[src/rtl/muldiv_sequencer.sv]
// Iterative radix-2 multiply / restoring divide sequencer for the 2'b11 opcode class.
// Stalls the front end while iterating, then drives one (MUL/DIV/REM) or two (MULL) register writes.
module muldiv_sequencer #(
  parameter int WIDTH = 32,
  parameter int CNTW  = 5
) (
  input  logic             clk,
  input  logic             reset,
  input  logic             Start,
  input  logic [1:0]       MdOp,
  input  logic             Unsigned,
  input  logic [WIDTH-1:0] SrcA,
  input  logic [WIDTH-1:0] SrcB,
  input  logic [3:0]       RdLo,
  input  logic [3:0]       RdHi,
  input  logic             Flush,
  output logic             Stall,
  output logic             Busy,
  output logic             RegWE,
  output logic [3:0]       RegWA,
  output logic [WIDTH-1:0] RegWD,
  output logic             DivZero
);

  typedef enum logic [1:0] {
    S_IDLE  = 2'd0,
    S_ITER  = 2'd1,
    S_WB_LO = 2'd2,
    S_WB_HI = 2'd3
  } state_t;

  localparam logic [1:0] OP_MUL  = 2'b00;
  localparam logic [1:0] OP_MULL = 2'b01;
  localparam logic [1:0] OP_DIV  = 2'b10;
  localparam logic [1:0] OP_REM  = 2'b11;

  state_t               r_state;
  logic [1:0]           r_op;
  logic                 r_neg;
  logic [3:0]           r_rd_lo;
  logic [3:0]           r_rd_hi;
  logic [CNTW-1:0]      r_cnt;
  logic [2*WIDTH-1:0]   r_p;
  logic [WIDTH-1:0]     r_b;
  logic                 r_busy;
  logic                 r_we;
  logic [3:0]           r_wa;
  logic [WIDTH-1:0]     r_wd;
  logic                 r_divzero;

  logic [WIDTH-1:0]     w_abs_a;
  logic [WIDTH-1:0]     w_abs_b;
  logic                 w_neg_start;
  logic                 w_div_zero;
  logic [WIDTH-1:0]     w_addend;
  logic [WIDTH:0]       w_mul_sum;
  logic [2*WIDTH-1:0]   w_mul_next;
  logic [WIDTH:0]       w_rem_sh;
  logic                 w_ge;
  logic [WIDTH-1:0]     w_rem_sub;
  logic [2*WIDTH-1:0]   w_div_next;
  logic [2*WIDTH-1:0]   w_p_next;
  logic [2*WIDTH-1:0]   w_p_fix;
  logic [WIDTH-1:0]     w_lo_data;
  logic                 w_last_iter;

  // Signed operands are iterated as magnitudes; the sign is restored at WB_LO entry.
  assign w_abs_a     = (!Unsigned && SrcA[WIDTH-1]) ? -SrcA : SrcA;
  assign w_abs_b     = (!Unsigned && SrcB[WIDTH-1]) ? -SrcB : SrcB;
  assign w_neg_start = !Unsigned &&
                       ((MdOp == OP_REM) ? SrcA[WIDTH-1] : (SrcA[WIDTH-1] ^ SrcB[WIDTH-1]));
  assign w_div_zero  = MdOp[1] && (SrcB == '0);

  // Multiply step: conditional add into the upper half, carry shifts into the MSB.
  assign w_addend   = r_p[0] ? r_b : '0;
  assign w_mul_sum  = {1'b0, r_p[2*WIDTH-1:WIDTH]} + {1'b0, w_addend};
  assign w_mul_next = {w_mul_sum, r_p[WIDTH-1:1]};

  // Divide step: {R,Q} lives in r_p; the quotient bit enters at the bottom as Q is shifted out.
  assign w_rem_sh   = r_p[2*WIDTH-1:WIDTH-1];
  assign w_ge       = (w_rem_sh >= {1'b0, r_b});
  assign w_rem_sub  = w_rem_sh[WIDTH-1:0] - r_b;
  assign w_div_next = {(w_ge ? w_rem_sub : w_rem_sh[WIDTH-1:0]), r_p[WIDTH-2:0], w_ge};

  assign w_p_next    = r_op[1] ? w_div_next : w_mul_next;
  assign w_last_iter = (r_cnt == {CNTW{1'b1}});

  always_comb begin
    w_p_fix = w_p_next;
    if (r_neg) begin
      case (r_op)
        OP_MUL, OP_MULL: w_p_fix = -w_p_next;
        OP_DIV:          w_p_fix[WIDTH-1:0] = -w_p_next[WIDTH-1:0];
        default:         w_p_fix[2*WIDTH-1:WIDTH] = -w_p_next[2*WIDTH-1:WIDTH];
      endcase
    end
  end

  assign w_lo_data = (r_op == OP_REM) ? w_p_fix[2*WIDTH-1:WIDTH] : w_p_fix[WIDTH-1:0];

  always_ff @(posedge clk or negedge reset) begin
    if (!reset) begin
      r_state   <= S_IDLE;
      r_op      <= OP_MUL;
      r_neg     <= 1'b0;
      r_rd_lo   <= '0;
      r_rd_hi   <= '0;
      r_cnt     <= '0;
      r_p       <= '0;
      r_b       <= '0;
      r_busy    <= 1'b0;
      r_we      <= 1'b0;
      r_wa      <= '0;
      r_wd      <= '0;
      r_divzero <= 1'b0;
    end else begin
      r_we      <= 1'b0;
      r_divzero <= 1'b0;
      if (Flush) begin
        r_state <= S_IDLE;
        r_busy  <= 1'b0;
      end else begin
        case (r_state)
          S_IDLE: begin
            if (Start) begin
              r_op    <= MdOp;
              r_rd_lo <= RdLo;
              r_rd_hi <= RdHi;
              r_neg   <= w_neg_start;
              r_cnt   <= '0;
              r_busy  <= 1'b1;
              if (w_div_zero) begin
                r_state   <= S_WB_LO;
                r_we      <= 1'b1;
                r_wa      <= RdLo;
                r_wd      <= MdOp[0] ? SrcA : '1;
                r_divzero <= 1'b1;
              end else begin
                r_state <= S_ITER;
                if (MdOp[1]) begin
                  r_p <= {{WIDTH{1'b0}}, w_abs_a};
                  r_b <= w_abs_b;
                end else begin
                  r_p <= {{WIDTH{1'b0}}, w_abs_b};
                  r_b <= w_abs_a;
                end
              end
            end
          end
          S_ITER: begin
            r_cnt <= r_cnt + 1'b1;
            if (w_last_iter) begin
              r_p     <= w_p_fix;
              r_state <= S_WB_LO;
              r_we    <= 1'b1;
              r_wa    <= r_rd_lo;
              r_wd    <= w_lo_data;
            end else begin
              r_p <= w_p_next;
            end
          end
          S_WB_LO: begin
            if (r_op == OP_MULL) begin
              r_state <= S_WB_HI;
              r_we    <= 1'b1;
              r_wa    <= r_rd_hi;
              r_wd    <= r_p[2*WIDTH-1:WIDTH];
            end else begin
              r_state <= S_IDLE;
              r_busy  <= 1'b0;
            end
          end
          default: begin
            r_state <= S_IDLE;
            r_busy  <= 1'b0;
          end
        endcase
      end
    end
  end

  // Stall releases in the final writeback cycle so the next instruction can issue behind it.
  assign Stall   = (Start && (r_state == S_IDLE)) || (r_state == S_ITER) ||
                   ((r_state == S_WB_LO) && (r_op == OP_MULL));
  assign Busy    = r_busy;
  assign RegWE   = r_we;
  assign RegWA   = r_wa;
  assign RegWD   = r_wd;
  assign DivZero = r_divzero;

endmodule

[config.mk]
export PLATFORM = sky130hd
export DESIGN_NAME = muldiv_sequencer
export DESIGN_NICKNAME = d
export VERILOG_FILES = /design/src/rtl/muldiv_sequencer.sv
export SDC_FILE = /design/constraint.sdc
export NUM_CORES = 1
export LEC_CHECK = 0
export CORE_ASPECT_RATIO = 0.6
export CORE_UTILIZATION = 45
export DETAILED_ROUTE_END_ITERATION = 6
export PLACE_DENSITY_LB_ADDON = 0.08
export SYNTH_ARGS = -nofsm -noshare
export SYNTH_HDL_FRONTEND = slang
export SYNTH_SLANG_ARGS = --single-unit
[constraint.sdc]
create_clock -name clk -period 4.5 [get_ports clk]
set_input_delay 0.9 -clock clk [delete_from_list [all_inputs] [get_ports clk]]
set_output_delay 0.9 -clock clk [all_outputs]
set_load 0.005 [all_outputs]
Word-level counts from Yosys, hierarchy flattened. Cells that the tools add are included.

Output and inout port bits: 40. Word-level logic and storage cells: 110. Bits of input ports: 79. Bits in registers: 153.

Equality and inequality tests: 16. Magnitude comparators: 1. Muxes and demuxes: 47. Reduce and logical (&&, ||, !) cells: 22. Add/subtract/negate cells: 8. Bitwise logic cells: 3.

Operator list (number): 32-bit two-way mux (12); 64-bit two-way mux (5); 32-bit negator (4); 32-bit case mux with 2 select lines (2); 64-bit case mux with 2 select lines (1); 32-bit case mux with 3 select lines (1); 64-bit negator (1); 32-bit by 32-bit adder with 33-bit output (1); 33-bit by 32-bit greater-or-equal comparator with 1-bit output (1); 32-bit zero test (1); 32-bit subtractor (1); 4-bit two-way mux (4); 2-bit != test (second input constant) (6); 4-bit case mux with 3 select lines (1); 1-bit two-way mux (11); 2-bit two-way mux (5); 5-bit case mux with 2 select lines (1); 3-bit != test (second input constant) (3); 3-bit AND reduction (3); 2-bit equality test (second input constant) (4); 4-bit AND reduction (2); 1-bit logical AND (6); 1-bit case mux with 3 select lines (2); 2-bit case mux with 3 select lines (1); other kinds (14) (18).

Longest topological paths before layout. Gate-level depths: netlist of the first run.

Word-level depth: 9. Mapped depth: 24.

Worst setup path after synthesis of the first run. Ideal clock, no wire load.

Path type: register to register. Start: register r_p[37]. End: register r_p[60]. Setup slack: -0.177 ns. Stages on the path, launching flop included: 21. Data arrival time: 4.544 ns. Buffers on the path: 4. Clock period less this slack: 4.677 ns. Setup time: 0.133 ns. Cell sequence: dfrtp_1 ha_1 buf_2 a21oi_2 o21ai_0 a221oi_2 a211oi_2 clkbuf_1 o31a_1 inv_1 ha_1 nand3_1 nor4_1 a21o_1 nor4bb_1 buf_2 and2_1 buf_2 a41o_1 xor2_1 o21ai_0.

Longest elaborated chain between the ends: 8.

RTL lines: start, declared (RTL line 43) `logic [2*WIDTH-1:0] r_p;`; start signal, assigned (RTL line 141) `r_p <= {{WIDTH{1'b0}}, w_abs_a};`; start signal, assigned (RTL line 144) `r_p <= {{WIDTH{1'b0}}, w_abs_b};`; start signal, assigned (RTL line 153) `r_p <= w_p_fix;`; 32-bit subtractor or 33-bit by 32-bit greater-or-equal comparator with 1-bit output (tied branches) (RTL line 82, 81); 32-bit two-way mux (RTL line 83) `assign w_div_next = {(w_ge ? w_rem_sub : w_rem_sh[WIDTH-1:0]), r_p[WIDTH-2:0], w_ge};`; 64-bit two-way mux (*) (RTL line 85) `assign w_p_next = r_op[1] ? w_div_next : w_mul_next;`; 64-bit negator or 32-bit negator (tied branches) (RTL line 92, 94); 32-bit case mux with 2 select lines (RTL line 91) `case (r_op)`; 64-bit two-way mux (RTL line 90) `if (r_neg) begin`; 64-bit two-way mux (*) (RTL line 152) `if (w_last_iter) begin`; 64-bit case mux with 2 select lines (*) (RTL line 123) `case (r_state)`.

Every way passes the cells marked *; elsewhere a longest branch is shown, timed or not. A chain may end at the register's enable or synchronous reset.

Worst setup path in the final report of the first run.
Start: register r_b[29]. End: register r_wd[28] (netlist: RegWD[28]).

Longest elaborated chain between the ends: 9.

RTL lines: start, declared (RTL line 44) `logic [WIDTH-1:0] r_b;`; start signal, assigned (RTL line 142) `r_b <= w_abs_b;`; start signal, assigned (RTL line 145) `r_b <= w_abs_a;`; 32-bit two-way mux or 33-bit by 32-bit greater-or-equal comparator with 1-bit output (tied branches) (RTL line 75, 81); 32-bit by 32-bit adder with 33-bit output or 32-bit two-way mux (tied branches) (RTL line 76, 83); 64-bit two-way mux (*) (RTL line 85); 64-bit negator or 32-bit negator (tied branches) (RTL line 92, 94); 32-bit case mux with 2 select lines (RTL line 91); 64-bit two-way mux (*) (RTL line 90); 32-bit two-way mux (*) (RTL line 99) `assign w_lo_data = (r_op == OP_REM) ? w_p_fix[2*WIDTH-1:WIDTH] : w_p_fix[WIDTH-1:0];`; 32-bit two-way mux (*) (RTL line 152); 32-bit case mux with 3 select lines (*) (RTL line 123); end signal, assigned (RTL line 136) `r_wd <= MdOp[0] ? SrcA : '1;`; end signal, assigned (RTL line 157) `r_wd <= w_lo_data;`; end signal, assigned (RTL line 167) `r_wd <= r_p[2*WIDTH-1:WIDTH];`; end, declared (RTL line 48) `logic [WIDTH-1:0] r_wd;`.

Every way passes the cells marked *; elsewhere a longest branch is shown, timed or not. The select of a mux whose other input is x is not followed.

==> results_dict.tcl, run 1 <==
set metrics [dict create \
    p_leak_uw 0.0104 \
    firstDrtPassIters 6 \
    dieHeight_um 155 \
    drc_errors 0 \
    clock_latency_ns 0.47 \
    post-route-period-util_pct 102 \
    grt_pass1_vias 20300 \
    yosys_warnings 0 \
    synth_top_cell_by_area "dfrtp_1" \
    start_util_pct 46.0 \
    final_cell_mix "488 x buf_4, 309 x nand2_1, 215 x nor2_1, 194 x a21oi_1, 154 x o21ai_0" \
    hold_class "in -> async" \
    cp-start-kind "flip-flop" \
    nFillCells 3334 \
    report.final.slew_viol_count 0 \
    dp_cells 3342 \
    synth_edf_count 0 \
    worst_pin_slew_ns 1.12 \
    reg2reg_from "r_b[29]$_DFFE_PN0P_" \
    min_period_ns 4.61 \
    max_slew_margin_pct 25.2 \
    die-area_sq_mm 0.0396 \
    ctsHoldBuffers 0 \
    final_area_sq_mm 0.0243 \
    syn_area_per_cell_sq_um 7.31 \
    stdcell_count 3413 \
    cp-endpoint "RegWD[28]$_DFFE_PN0P_" \
    rrSetupSlack_ns -0.11 \
    crit_fanout 7 \
    r2r_cells 22 \
    status "finished, violations left" \
    synthFlopType "dfrtp_1" \
    synthDistinctLibCells 95 \
    hold_viol 0 \
    dieWidth_um 256 \
    num_vias 22300 \
    coreArea_sq_mm 0.0379 \
    synth_nets 2542 \
    fin_ws_ns -0.109 \
    critical_path_class "reg -> reg" \
    cts_tree "done" \
    end_kind "flip-flop" \
    cts-root-buf "clkbuf_16" \
    max_cap_viol_count 0 \
    seq_area_frac_synth_pct 21.9 \
    setup_viol 18 \
    multi_input_area_sq_mm 0.0138 \
    grt_pass1_wl_um 133000 \
    async_flop_share_pct 100 \
    htree_levels 4 \
    grt_start_max_net_pins 115 \
    register_area_sq_mm 0.00383 \
    globalplace.congestion 1.09 \
    drtIter0Drc 3119 \
    r2r_end "RegWD[28]$_DFFE_PN0P_" \
    routedWlPerCell_um 26.9 \
    fp-row-count 55 \
    cts_made_buffers 17 \
    vias_per_cell 6.53 \
    num-nets-final 3041 \
    rsz0062_at_grt "yes" \
    syn_inst 2387 \
    violations "negative setup slack" \
    powerDensity_mw_per_mm2 875 \
    postLayoutCoreUtil_pct 64.1 \
    mostFrequentLayoutCell "buf_4" \
    cts.sinks 153 \
    post_dp_cell_area_sq_mm 0.0223 \
    syn_to_final_growth_pct 39.1 \
    crit_path_start "r_b[29]$_DFFE_PN0P_" \
    drive_gt1_share_pct 26.6 \
    clock.fmax_ghz 0.217 \
    antenna_found_initial 4 \
    netlist_top_cells_area "dfrtp_1 22%, nand2_1 6.7%, a21oi_1 6.0%" \
    routed_wl_um 91800 \
    clk_pin_slew_ns 0.08 \
    hpwl_um 73100 \
    clock_skew_ns 0.0171 \
    irDropWorstVdd_mv 0.623 \
    hold_ws_ns 0.443 \
    synth_area_sq_mm 0.0175 \
    grt_usage_pct 45.3 \
    cp.arrival_ns 5.01 \
    required_ns 4.90 \
    grt_overflow_total 0 \
    io_pins 119 \
    ys_ff_latch 153 \
    synth_top_area_share_pct 21.9 \
    postRouteAntennaNets 0 \
    max-clock-path-buffers 2 \
    port_buffers 118 \
]
area by class of cell:
type | count | share of cell area (%)
Sequential cell | 153 | 15.8
Clock buffer | 17 | 1.75
Timing Repair Buffer | 628 | 21.4
Antenna cell | 1 | 0.0103
Inverter | 70 | 1.08
Tap cell | 513 | 2.64
Clock inverter | 15 | 0.690
Multi-Input combinational cell | 2016 | 56.7
per-stage QoR:
| stage | setup WS [ns] | power (uW) | setup TNS [ns] |
|---|---|---|---|
| finish | -0.109 | 21200 | -0.920 |
| detailed placement | -0.528 | 17500 | -13.19 |
| floorplan | 0.0177 | 10200 | 0 |
| CTS | -0.0163 | 19700 | -0.0222 |
| global route | -0.272 | 22200 | -4.38 |
| global placement | -0.500 | 17300 | -10.48 |
worst max-delay path, stage by stage, from the launching register on:
cell	delay [ns]
dfrtp_1	0.43
inv_2	0.08
ha_4	0.20
and4b_2	0.25
buf_6	0.13
o211ai_1	0.17
nand2_2	0.12
o31a_1	0.35
buf_12	0.16
or4_4	0.40
o311a_1	0.14
inv_2	0.09
ha_4	0.15
nor2b_4	0.12
nand4_1	0.11
nand3b_1	0.13
nand4b_1	0.19
buf_4	0.23
and4bb_2	0.31
nand4_1	0.20
buf_4	0.21
mux2_2	0.26
a21oi_1	0.11
metal layers:
layer | track usage, % | routed length (um) | share of wire (%) | vias to the layer above
met5 | 3.14 | 188 | 0.20 | -
met4 | 13.7 | 2990 | 3.3 | 4
met3 | 18.0 | 14400 | 16 | 176
met2 | 59.3 | 34400 | 37 | 1630
met1 | 66.1 | 39800 | 43 | 10700
li1 | - | - | - | 9771
timing repair:
action / 4_1_cts / 5_1_grt
gates resized for setup: 95 / 123
pin swaps: 41 / 63
setup endpoints to repair: 43 / 50
setup buffers: 13 / 26
where the power goes:
part | switching (uW) | internal [uW]
clock network | 791 | 747
registers | 629 | 1980
logic | 9830 | 7260
total | 11200 | 9990
registers in the layout (all words and copies together) (netlist names):
register / flops
r_p: 64
RegWD: 32
r_b: 32
r_cnt: 5
RegWA: 4
r_rd_hi: 4
r_rd_lo: 4
r_op: 2
r_state: 2
Busy: 1
DivZero: 1
RegWE: 1
r_neg: 1
how the worst min path moves through the flow:
stage | end | slack [ns] | from | cells after the start
global route | r_b[23]$_DFFE_PN0P_ | 0.49 | reset | 1
detailed placement | RegWA[2]$_DFFE_PN0P_ | 0.47 | RegWA[2]$_DFFE_PN0P_ | 2
floorplan | r_b[14]$_DFFE_PN0P_ | 0.46 | r_b[14]$_DFFE_PN0P_ | 2
finish | r_b[23]$_DFFE_PN0P_ | 0.44 | reset | 1
global placement | RegWA[1]$_DFFE_PN0P_ | 0.47 | RegWA[1]$_DFFE_PN0P_ | 2
CTS | r_b[23]$_DFFE_PN0P_ | 0.48 | reset | 1
synthesized netlist by cell type (all sizes together), types with 11 or more instances:
cell and number:
a211oi 73, a21o 35, a21oi 213, a221o 14
a221oi 19, a311oi 11, a31oi 40, and2 56
and3 17, buf 44, clkbuf 104, dfrtp 153
ha 74, inv 67, mux2 20, mux2i 48
nand2 315, nand2b 13, nand3 58, nand4 38
nor2 224, nor2b 12, nor3 73, nor4 23
o211ai 27, o21a 15, o21ai 179, o31ai 32
o41ai 12, or2 13, or3 24, or4 11
xnor2 93, xor2 94
cell families (layout without fill, tap and decap cells):
group                    Yosys count  count (layout)  synth area share [%]
AO/OA/AOI/OAI                    772             772                  29.1
flip-flops                       153             153                  21.9
multiplexers                      68              68                  4.06
adder cells (fa/ha/maj)           76              76                  5.53
buffers and inverters            218             730                  5.01
AND/OR/NAND/NOR                  913             913                  25.0
other                              0               1                     0
XOR/XNOR                         187             187                  9.38
No activity file was read; power rests on OpenSTA's default activity.
==> run 2: changes to the inputs <==
==> constraint.sdc (replaced) <==
create_clock -name clk -period 4.5 [get_ports clk]
set_input_delay 0.675 -clock clk [delete_from_list [all_inputs] [get_ports clk]]
set_output_delay 0.675 -clock clk [all_outputs]
set_load 0.005 [all_outputs]
==> run 2 against run 1 <==
- the flow still finishes with violations (negative setup slack)
- die area did not move
- wire length fell by 2.4%
- utilization fell by 1.8 points
- sequential power barely moved
- clock power barely moved
- register-to-register slack improved by 0.03 ns
- clock skew rose by 0.0026 ns
- critical path type unchanged
- highest routed layer unchanged
==> results_dict.tcl, run 2 (synthesis results as in run 1) <==
set metrics [dict create \
    cts-root-buf "clkbuf_16" \
    largest_register_ffs 64 \
    critical_path_class "reg -> reg" \
    clock.fmax_ghz 0.218 \
    post_dp_cell_area_sq_mm 0.0219 \
    grt_pass1_wl_um 128000 \
    grt_start_max_net_pins 115 \
    post-route-period-util_pct 102 \
    mostFrequentLayoutCell "buf_4" \
    max_flop_register "r_p" \
    htree_levels 4 \
    hold_viol 0 \
    switching_share_pct 53.1 \
    cts_tree "done" \
    status "finished, violations left" \
    violations "negative setup slack" \
    io_pins 119 \
    worst_pin_slew_ns 1.22 \
    ctsHoldBuffers 0 \
    report.final.slew_viol_count 0 \
    p_switching_uw 10800 \
    grt_usage_pct 43.9 \
    hold_class "in -> async" \
    fp-row-count 55 \
    end_kind "flip-flop" \
    dp_slack_ns -0.358 \
    cts_made_buffers 17 \
    clk_pin_slew_ns 0.09 \
    powerDensity_mw_per_mm2 863 \
    drtIter0Drc 3006 \
    finalPower_uw 20400 \
    dieWidth_um 256 \
    final_cell_mix "425 x buf_4, 309 x nand2_1, 219 x nor2_1, 190 x a21oi_1, 156 x o21ai_0" \
    num-nets-final 2974 \
    drive_gt1_share_pct 24.1 \
    vias_per_cell 6.52 \
    dp_cells 3282 \
    clock_latency_ns 0.47 \
    rsz0062_at_grt "yes" \
    power_frac_seq_pct 13.0 \
    port_buffers 118 \
    max_slew_margin_pct 17.6 \
    start_util_pct 46.0 \
    irDropWorstVdd_mv 0.464 \
    combPwrFrac_pct 79.4 \
    cp-start-kind "flip-flop" \
    die-area_sq_mm 0.0396 \
    coreArea_sq_mm 0.0379 \
    cts.sinks 153 \
    crit_fanout 6 \
    grt_pass1_vias 19600 \
    final_area_sq_mm 0.0236 \
    firstDrtPassIters 6 \
    hpwl_um 71000 \
    drc_errors 0 \
    grt_overflow_total 0 \
    setup_viol 10 \
    antenna_found_initial 6 \
    routed_wl_um 89600 \
    cp.arrival_ns 4.95 \
    pwr-share-clk_pct 7.6 \
    tns_ns -0.439 \
    min_period_ns 4.58 \
    routedWlPerCell_um 26.8 \
    clock_skew_ns 0.0197 \
    dieHeight_um 155 \
    stdcell_count 3346 \
    max-clock-path-buffers 2 \
    globalplace.congestion 1.10 \
    fin_ws_ns -0.0806 \
    postRouteAntennaNets 0 \
    required_ns 4.87 \
    p_leak_uw 0.0101 \
    rrSetupSlack_ns -0.08 \
    max_cap_viol_count 0 \
    syn_to_final_growth_pct 35.3 \
    p_int_uw 9570 \
    num_vias 21800 \
]
## run 2: path summary, 6_finish.rpt
path / startpoint / to / depth (start not counted)
max in group asynchronous: reset / RegWD[7]$_DFFE_PN0P_ / 2
min: reset / r_p[53]$_DFFE_PN0P_ / 1
min reg2reg: RegWD[0]$_DFFE_PN0P_ / RegWD[0]$_DFFE_PN0P_ / 2
min in group clk: RegWD[0]$_DFFE_PN0P_ / RegWD[0]$_DFFE_PN0P_ / 2
max reg2reg: r_p[44]$_DFFE_PN0P_ / r_p[56]$_DFFE_PN0P_ / 23
max: r_p[44]$_DFFE_PN0P_ / r_p[56]$_DFFE_PN0P_ / 23
## run 2: layer usage
layer / routed length (um) / share of wire (%) / up-vias / track usage [%]
met1: 38300 / 43 / 10400 / 64.8
met3: 14600 / 16 / 178 / 16.4
met5: 13 / 0.015 / - / 0
li1: - / - / 9660 / -
met2: 33400 / 37 / 1584 / 56.7
met4: 3200 / 3.6 / 2 / 15.9
## run 2: metrics by stage
stage	utilization [%]	hold WS, ns
after floorplan	-	0.379
after global placement	57.8	0.463
after detailed placement	57.8	0.475
after CTS	60.2	0.393
after global routing	62.3	0.428
final	62.3	0.350
## run 2: layout make-up
| class | count | area, sq um |
|---|---|---|
| diodes | 1 | 2.50 |
| repair buffers | 561 | 4680 |
| fillers | 3427 | 14300 |
| inverters | 70 | 263 |
| well taps | 513 | 642 |
| flip-flops and latches | 153 | 3830 |
| multi-input cells | 2016 | 13600 |
| clock inverters | 15 | 169 |
| clock buffers | 17 | 425 |
## run 2: power groups by stage
| stage | logic, uW | clock network [uW] | registers, uW |
|---|---|---|---|
| final | 16200 | 1550 | 2640 |
| after global routing | 17100 | 1600 | 2680 |
| after CTS | 14700 | 1550 | 2590 |
| after detailed placement | 14300 | 0 | 2600 |
| after global placement | 14200 | 0 | 2570 |
| after floorplan | 7780 | 0 | 2410 |
## run 2: critical path, cell delays in order, from the launching register on
cell and delay, ns:
dfrtp_1 0.42, ha_1 0.36, nand4_1 0.23, nor3_2 0.31, and4_1 0.28, buf_4 0.14, o31ai_4 0.07, buf_4 0.18
buf_4 0.14, a21oi_2 0.18, a211oi_2 0.08, inv_1 0.12, ha_4 0.16, nor2b_4 0.14, nand4_1 0.09, nand3b_1 0.12
nand4b_1 0.15, nor4bb_2 0.32, buf_4 0.19, buf_12 0.12, and2_4 0.18, a21oi_2 0.07, xor2_1 0.16, o31ai_1 0.25
## run 2: timing repair
action	4_1_cts	5_1_grt
resized for setup	40	141
buffers inserted	10	21
endpoints found under the setup margin	32	50
pin swaps	20	84
==> patch 1 (config.mk and constraints of run 2) <==
Set the parameter `CNTW` to 4 (it was 5).
--- a/src/rtl/muldiv_sequencer.sv
+++ b/src/rtl/muldiv_sequencer.sv
@@ -2,7 +2,7 @@
 // Stalls the front end while iterating, then drives one (MUL/DIV/REM) or two (MULL) register writes.
 module muldiv_sequencer #(
   parameter int WIDTH = 32,
-  parameter int CNTW  = 5
+  parameter int CNTW  = 4
 ) (
   input  logic             clk,
   input  logic             reset,
Behaviour: same outputs for any inputs over 4 cycles, from zero or initial values and one cycle with reset low; that may be too few to reach the edited logic, so the function may still have changed.
==> patch 1 against run 2 <==
Setup slack improved by 0.097 ns. Sequential cell count decreased by 1. Wire length decreased by 12%. Cell area decreased by 4.6%. Power increased by 7.8%. Sequential share of layout area increased by 0.67 points. Utilization decreased by 2.7 points. Combinational power increased by 9%. First-iteration DRC count decreased by 25%. Area after synthesis decreased by 0.62%.
==> patch 1: results (changes against run 2) <==
post-synthesis mux area share: 4.06% (about the same)
leakage power: 9.48 nW (was 10.1 nW)
r2r setup slk: 0.02 ns (was -0.08 ns)
gr usage total: 38.9% (was 43.9%)
slowest CP cell: or3_4 (was dfrtp_1)
largest cells by area after synthesis: dfrtp_1, nand2_1, a21oi_1 (unchanged)
drt pass-1 iters: 5 (was 6)
register area share after synthesis: 21.9% (about the same)
Max FO, Critical Path: 9 (was 6)
final wirelength: 78900 µm (was 89600 µm)
crit path DAT: 4.83 ns (was 4.95 ns)
Root Buffer: clkbuf_16 (unchanged)
commonest cells in the netlist: nand2_1, a21oi_1, nor2_1, o21ai_0, dfrtp_1 (was nand2_1, nor2_1, a21oi_1, o21ai_0, dfrtp_1)
met2 WL: 31900 µm (was 33400 µm)
vias: 20100 (was 21800)
CTS clk-pin slew, worst paths: 0.08 ns
largest stage delay on the critical path: 0.49 ns (was 0.42 ns)
antenna violations before repair: 1 (was 6)
max reg flops: 64 (unchanged)
largest net degree at the start of global routing: 87 (was 115)
Max VDD drop: 0.000580 V (was 0.000464 V)
worst-margin pin slew: 1.08 ns (was 1.22 ns)
wl on met1: 36600 µm (was 38300 µm)
final net count: 2838 (was 2974)
Synthesized Nets: 2508 (was 2542)
XOR/XNOR Fraction of Synth Area: 9.79% (was 9.38%)
reg2reg end: RegWD[28]$_DFFE_PN0P_ (was r_p[56]$_DFFE_PN0P_)
layout cells sized above 1: 20.2% (was 24.1%)
number of global-route vias before repair: 18300 (was 19600)
GP Congestion: 1.01 (was 1.10)
crit path launch: r_b[22]$_DFFE_PN0P_ (was r_p[44]$_DFFE_PN0P_)
length in cells of the worst reg-to-reg path: 18 (was 23)
status: completed (was finished with violations)
final setup skew: 0.0136 ns (was 0.0197 ns)
dpl hpwl: 62700 µm (was 71000 µm)
met3 routed WL: 8100 µm (was 14600 µm)
Synth Area in Compound Gates: 30.2% (was 29.1%)
first-pass GRT wire length: 116000 µm (was 128000 µm)
Yosys cell types: 104 (was 95)
Synth Area in Adders: 5.50% (was 5.53%)
drt initial violations: 2249 (was 3006)
internal power: 10.3 mW (was 9.57 mW)
fillers: 3521 (was 3427)
FF-to-FF Start: r_b[22]$_DFFE_PN0P_ (was r_p[44]$_DFFE_PN0P_)
patch 1: cell types whose count changed in the layout (fill, tap and decap cells not counted), sizes merged, moves of 10 or more:
cell / run 2 / this run
buf: 444 / 337
o21ai: 179 / 199
o211a: 2 / 13
nand3: 58 / 40
a221o: 14 / 4
nand2: 315 / 305
a21oi: 213 / 228
inv: 76 / 87
nand4: 38 / 21
xnor2: 93 / 103
patch 1: final cells by class:
class / count / area, µm² / area share [%]
diodes: 1 / 2.50 / 0.0111
clock buffers: 17 / 425 / 1.89
inverters: 79 / 297 / 1.32
multi-input cells: 1981 / 13400 / 59.3
repair buffers: 453 / 3820 / 17.0
well taps: 513 / 642 / 2.85
clock inverters: 15 / 180 / 0.799
flip-flops and latches: 152 / 3810 / 16.9
patch 1: what timing repair did:
action / in CTS / in global routing
gates cloned: 0 / 1
pin swaps: 10 / 43
setup buffers: 6 / 26
endpoints found under the setup margin: 27 / 45
gates resized for setup: 17 / 116
patch 1: worst max-delay path, delay by kind of cell, from the launching register on:
family | cells | cell delay, ns
adders and majority gates | 1 | 0.26
muxes | 1 | 0.32
AOI/OAI and AO/OA | 6 | 0.87
DFF | 1 | 0.39
and+or+nand+nor | 5 | 1.71
buffers and inverters | 5 | 0.80
patch 1: cell families (layout without fill, tap and decap cells):
family / count (synthesis) / count (layout)
compound gates: 792 / 792
xor+xnor: 194 / 194
fa+ha+maj: 75 / 75
buf+inv: 222 / 564
flops: 152 / 152
mux: 68 / 68
other cells: 0 / 1
simple gates: 851 / 852
patch 1: metal layers:
| metal | global-route usage, % | vias up |
|---|---|---|
| met5 | 0 | - |
| met4 | 10.5 | 2 |
| met3 | 7.04 | 122 |
| met2 | 55.4 | 1019 |
| met1 | 59.1 | 9655 |
| li1 | - | 9267 |
patch 1: through the flow:
step | setup WS (ns) | util [%] | instance area, µm² | instances | hold slack, ns
floorplan | 0.0334 | - | 17400 | 2354 | 0.379
global placement | -0.242 | 55.5 | 21000 | 3147 | 0.462
detailed placement | -0.250 | 55.5 | 21000 | 3147 | 0.469
CTS | 0.00274 | 57.4 | 21700 | 3185 | 0.345
global route | -0.0488 | 59.5 | 22500 | 3210 | 0.353
finish | 0.0167 | 59.6 | 22500 | 3211 | 0.279
patch 1: power groups by stage:
stage / sequential (mW) / combinational [mW] / clock (mW)
after floorplan: 2.47 / 9.28 / 0
after global placement: 2.68 / 15.5 / 0
after detailed placement: 2.70 / 15.6 / 0
after CTS: 2.68 / 15.9 / 1.58
after global routing: 2.79 / 18.7 / 1.63
final: 2.74 / 17.7 / 1.58
==> patch 2 (config.mk and constraints of run 2) <==
Made on the original files. Re-encode `state_t` (4 states) as one-hot, 4 bits wide.
--- a/src/rtl/muldiv_sequencer.sv
+++ b/src/rtl/muldiv_sequencer.sv
@@ -22,11 +22,11 @@
   output logic             DivZero
 );
 
-  typedef enum logic [1:0] {
-    S_IDLE  = 2'd0,
-    S_ITER  = 2'd1,
-    S_WB_LO = 2'd2,
-    S_WB_HI = 2'd3
+  typedef enum logic [3:0] {
+    S_IDLE  = 4'b0001,
+    S_ITER  = 4'b0010,
+    S_WB_LO = 4'b0100,
+    S_WB_HI = 4'b1000
   } state_t;
 
   localparam logic [1:0] OP_MUL  = 2'b00;
Formal check against the unedited RTL: no difference found for any inputs over 4 cycles, from zero or initial values and one cycle with reset low; so few cycles prove little.
==> patch 2 against run 2 <==
Area after synthesis is 1.4% lower. Highest routed layer unchanged. Critical path depth decreased by 4. Via count is 5.2% lower. Setup slack gained 0.12 ns. Sequential cell count increased by 2. Critical path type unchanged. Cell area down 1.5%. Utilization decreased by 0.51 points. Wire length decreased by 6.8%.
Power is not compared: it rests on default switching activity, and its combinational part moved more than twofold at a synthesized area within 25%.
==> patch 2: results (changes against run 2) <==
internal power: 4.45 mW
CTS clk-pin slew, worst paths: 0.08 ns
largest stage delay on the critical path: 0.62 ns (was 0.42 ns)
crit path DAT: 4.86 ns (was 4.95 ns)
largest cells by area after synthesis: dfrtp_1, nand2_1, a21oi_1 (unchanged)
FF-to-FF Start: r_b[9]$_DFFE_PN0P_ (was r_p[44]$_DFFE_PN0P_)
ys async rst share: 100% (unchanged)
Post-CTS Setup Bufs: 5 (was 10)
relative slew slack: 28.8% (was 17.6%)
gr usage total: 42.0% (was 43.9%)
slowest CP cell: or4_4 (was dfrtp_1)
Area after DPL: 21600 µm² (was 21900 µm²)
register area share after synthesis: 22.5% (was 21.9%)
Hold Crit Class: input port to asynchronous set/reset pin (unchanged)
max reg flops: 64 (unchanged)
commonest cells in the netlist: nand2_1, nor2_1, a21oi_1, o21ai_0, dfrtp_1 (unchanged)
dpl hpwl: 66900 µm (was 71000 µm)
final net count: 2905 (was 2974)
antenna violations before repair: 8 (was 6)
Most flops, register: r_p (unchanged)
H-tree Lvls: 4 (unchanged)
reg2reg end: RegWD[14]$_DFFE_PN0P_ (was r_p[56]$_DFFE_PN0P_)
Gate Count Post-Synth: 2339 (was 2387)
PortBufs: 118 (unchanged)
vias: 20700 (was 21800)
Comb power: 4.88 mW
Synthesized Nets: 2490 (was 2542)
Root Buffer: clkbuf_16 (unchanged)
PD cells: 354 nW/µm²
status: completed (was finished with violations)
Max FO, Critical Path: 7 (was 6)
GP Congestion: 1.07 (was 1.10)
placed insts: 3228 (was 3282)
length in cells of the worst reg-to-reg path: 19 (was 23)
main flop type after synthesis: dfrtp_1 (unchanged)
pre-CTS setup slack: -0.213 ns (was -0.358 ns)
CTS resizes: 28 (was 40)
DR vias/cell: 6.30 (was 6.52)
CTS Buffer Depth: 2 (unchanged)
number of global-route vias before repair: 18700 (was 19600)
final wirelength: 83500 µm (was 89600 µm)
drt pass-1 iters: 5 (was 6)
r2r setup slk: 0.04 ns (was -0.08 ns)
Yosys cell types: 98 (was 95)
CTS buffer count: 17 (unchanged)
largest net degree at the start of global routing: 116 (was 115)
first-pass GRT wire length: 120000 µm (was 128000 µm)
Hold WS: 0.275 ns (was 0.350 ns)
drt initial violations: 2345 (was 3006)
final setup skew: 0.0146 ns (was 0.0197 ns)
Clock Latency Late Sink: 0.47 ns (about the same)
layout cells sized above 1: 23.6% (was 24.1%)
patch 2: cell count changes after synthesis, moves of 9 or more:
cell,delta
or3_1,-11
clkbuf_1,+11
a31oi_1,-13
nand3_1,-11
a221o_1,-11
and2_1,-9
nand2_1,-18
a211oi_1,-15
o21ai_0,+16
nor3b_1,+11
buf_2,-13
patch 2: layer usage:
| layer | global-route usage (%) | part of all wire, % |
|---|---|---|
| met5 | 0 | 0.090 |
| met3 | 19.4 | 14 |
| met4 | 13.8 | 3.0 |
| met1 | 61.0 | 45 |
| met2 | 53.2 | 38 |
patch 2: cell families after synthesis:
family / count (synthesis) / synth area share [%]
flops: 155 / 22.5
simple gates: 879 / 24.5
buf+inv: 217 / 4.94
fa+ha+maj: 72 / 5.32
mux: 68 / 4.10
xor+xnor: 201 / 10.2
compound gates: 747 / 28.3
patch 2: worst max path at each step:
stage                                   start                    end  slack [ns]
after floorplan           r_p[51]$_DFFE_PN0P_    r_p[56]$_DFFE_PN0P_        0.03
after global placement    r_p[40]$_DFFE_PN0P_    r_p[39]$_DFFE_PN0P_       -0.18
after detailed placement  r_p[51]$_DFFE_PN0P_    r_p[60]$_DFFE_PN0P_       -0.21
after CTS                  r_p[0]$_DFFE_PN0P_    r_p[52]$_DFFE_PN0P_       0.003
after global routing      r_p[51]$_DFFE_PN0P_  RegWD[30]$_DFFE_PN0P_       -0.06
final                      r_b[9]$_DFFE_PN0P_  RegWD[14]$_DFFE_PN0P_        0.04
patch 2: final cells by class:
cell class | count | area, µm²
diodes | 2 | 5.00
clock buffers | 17 | 425
clock inverters | 15 | 198
fillers | 3467 | 14400
inverters | 74 | 278
multi-input cells | 1967 | 13300
flip-flops and latches | 155 | 3890
well taps | 513 | 642
repair buffers | 539 | 4490
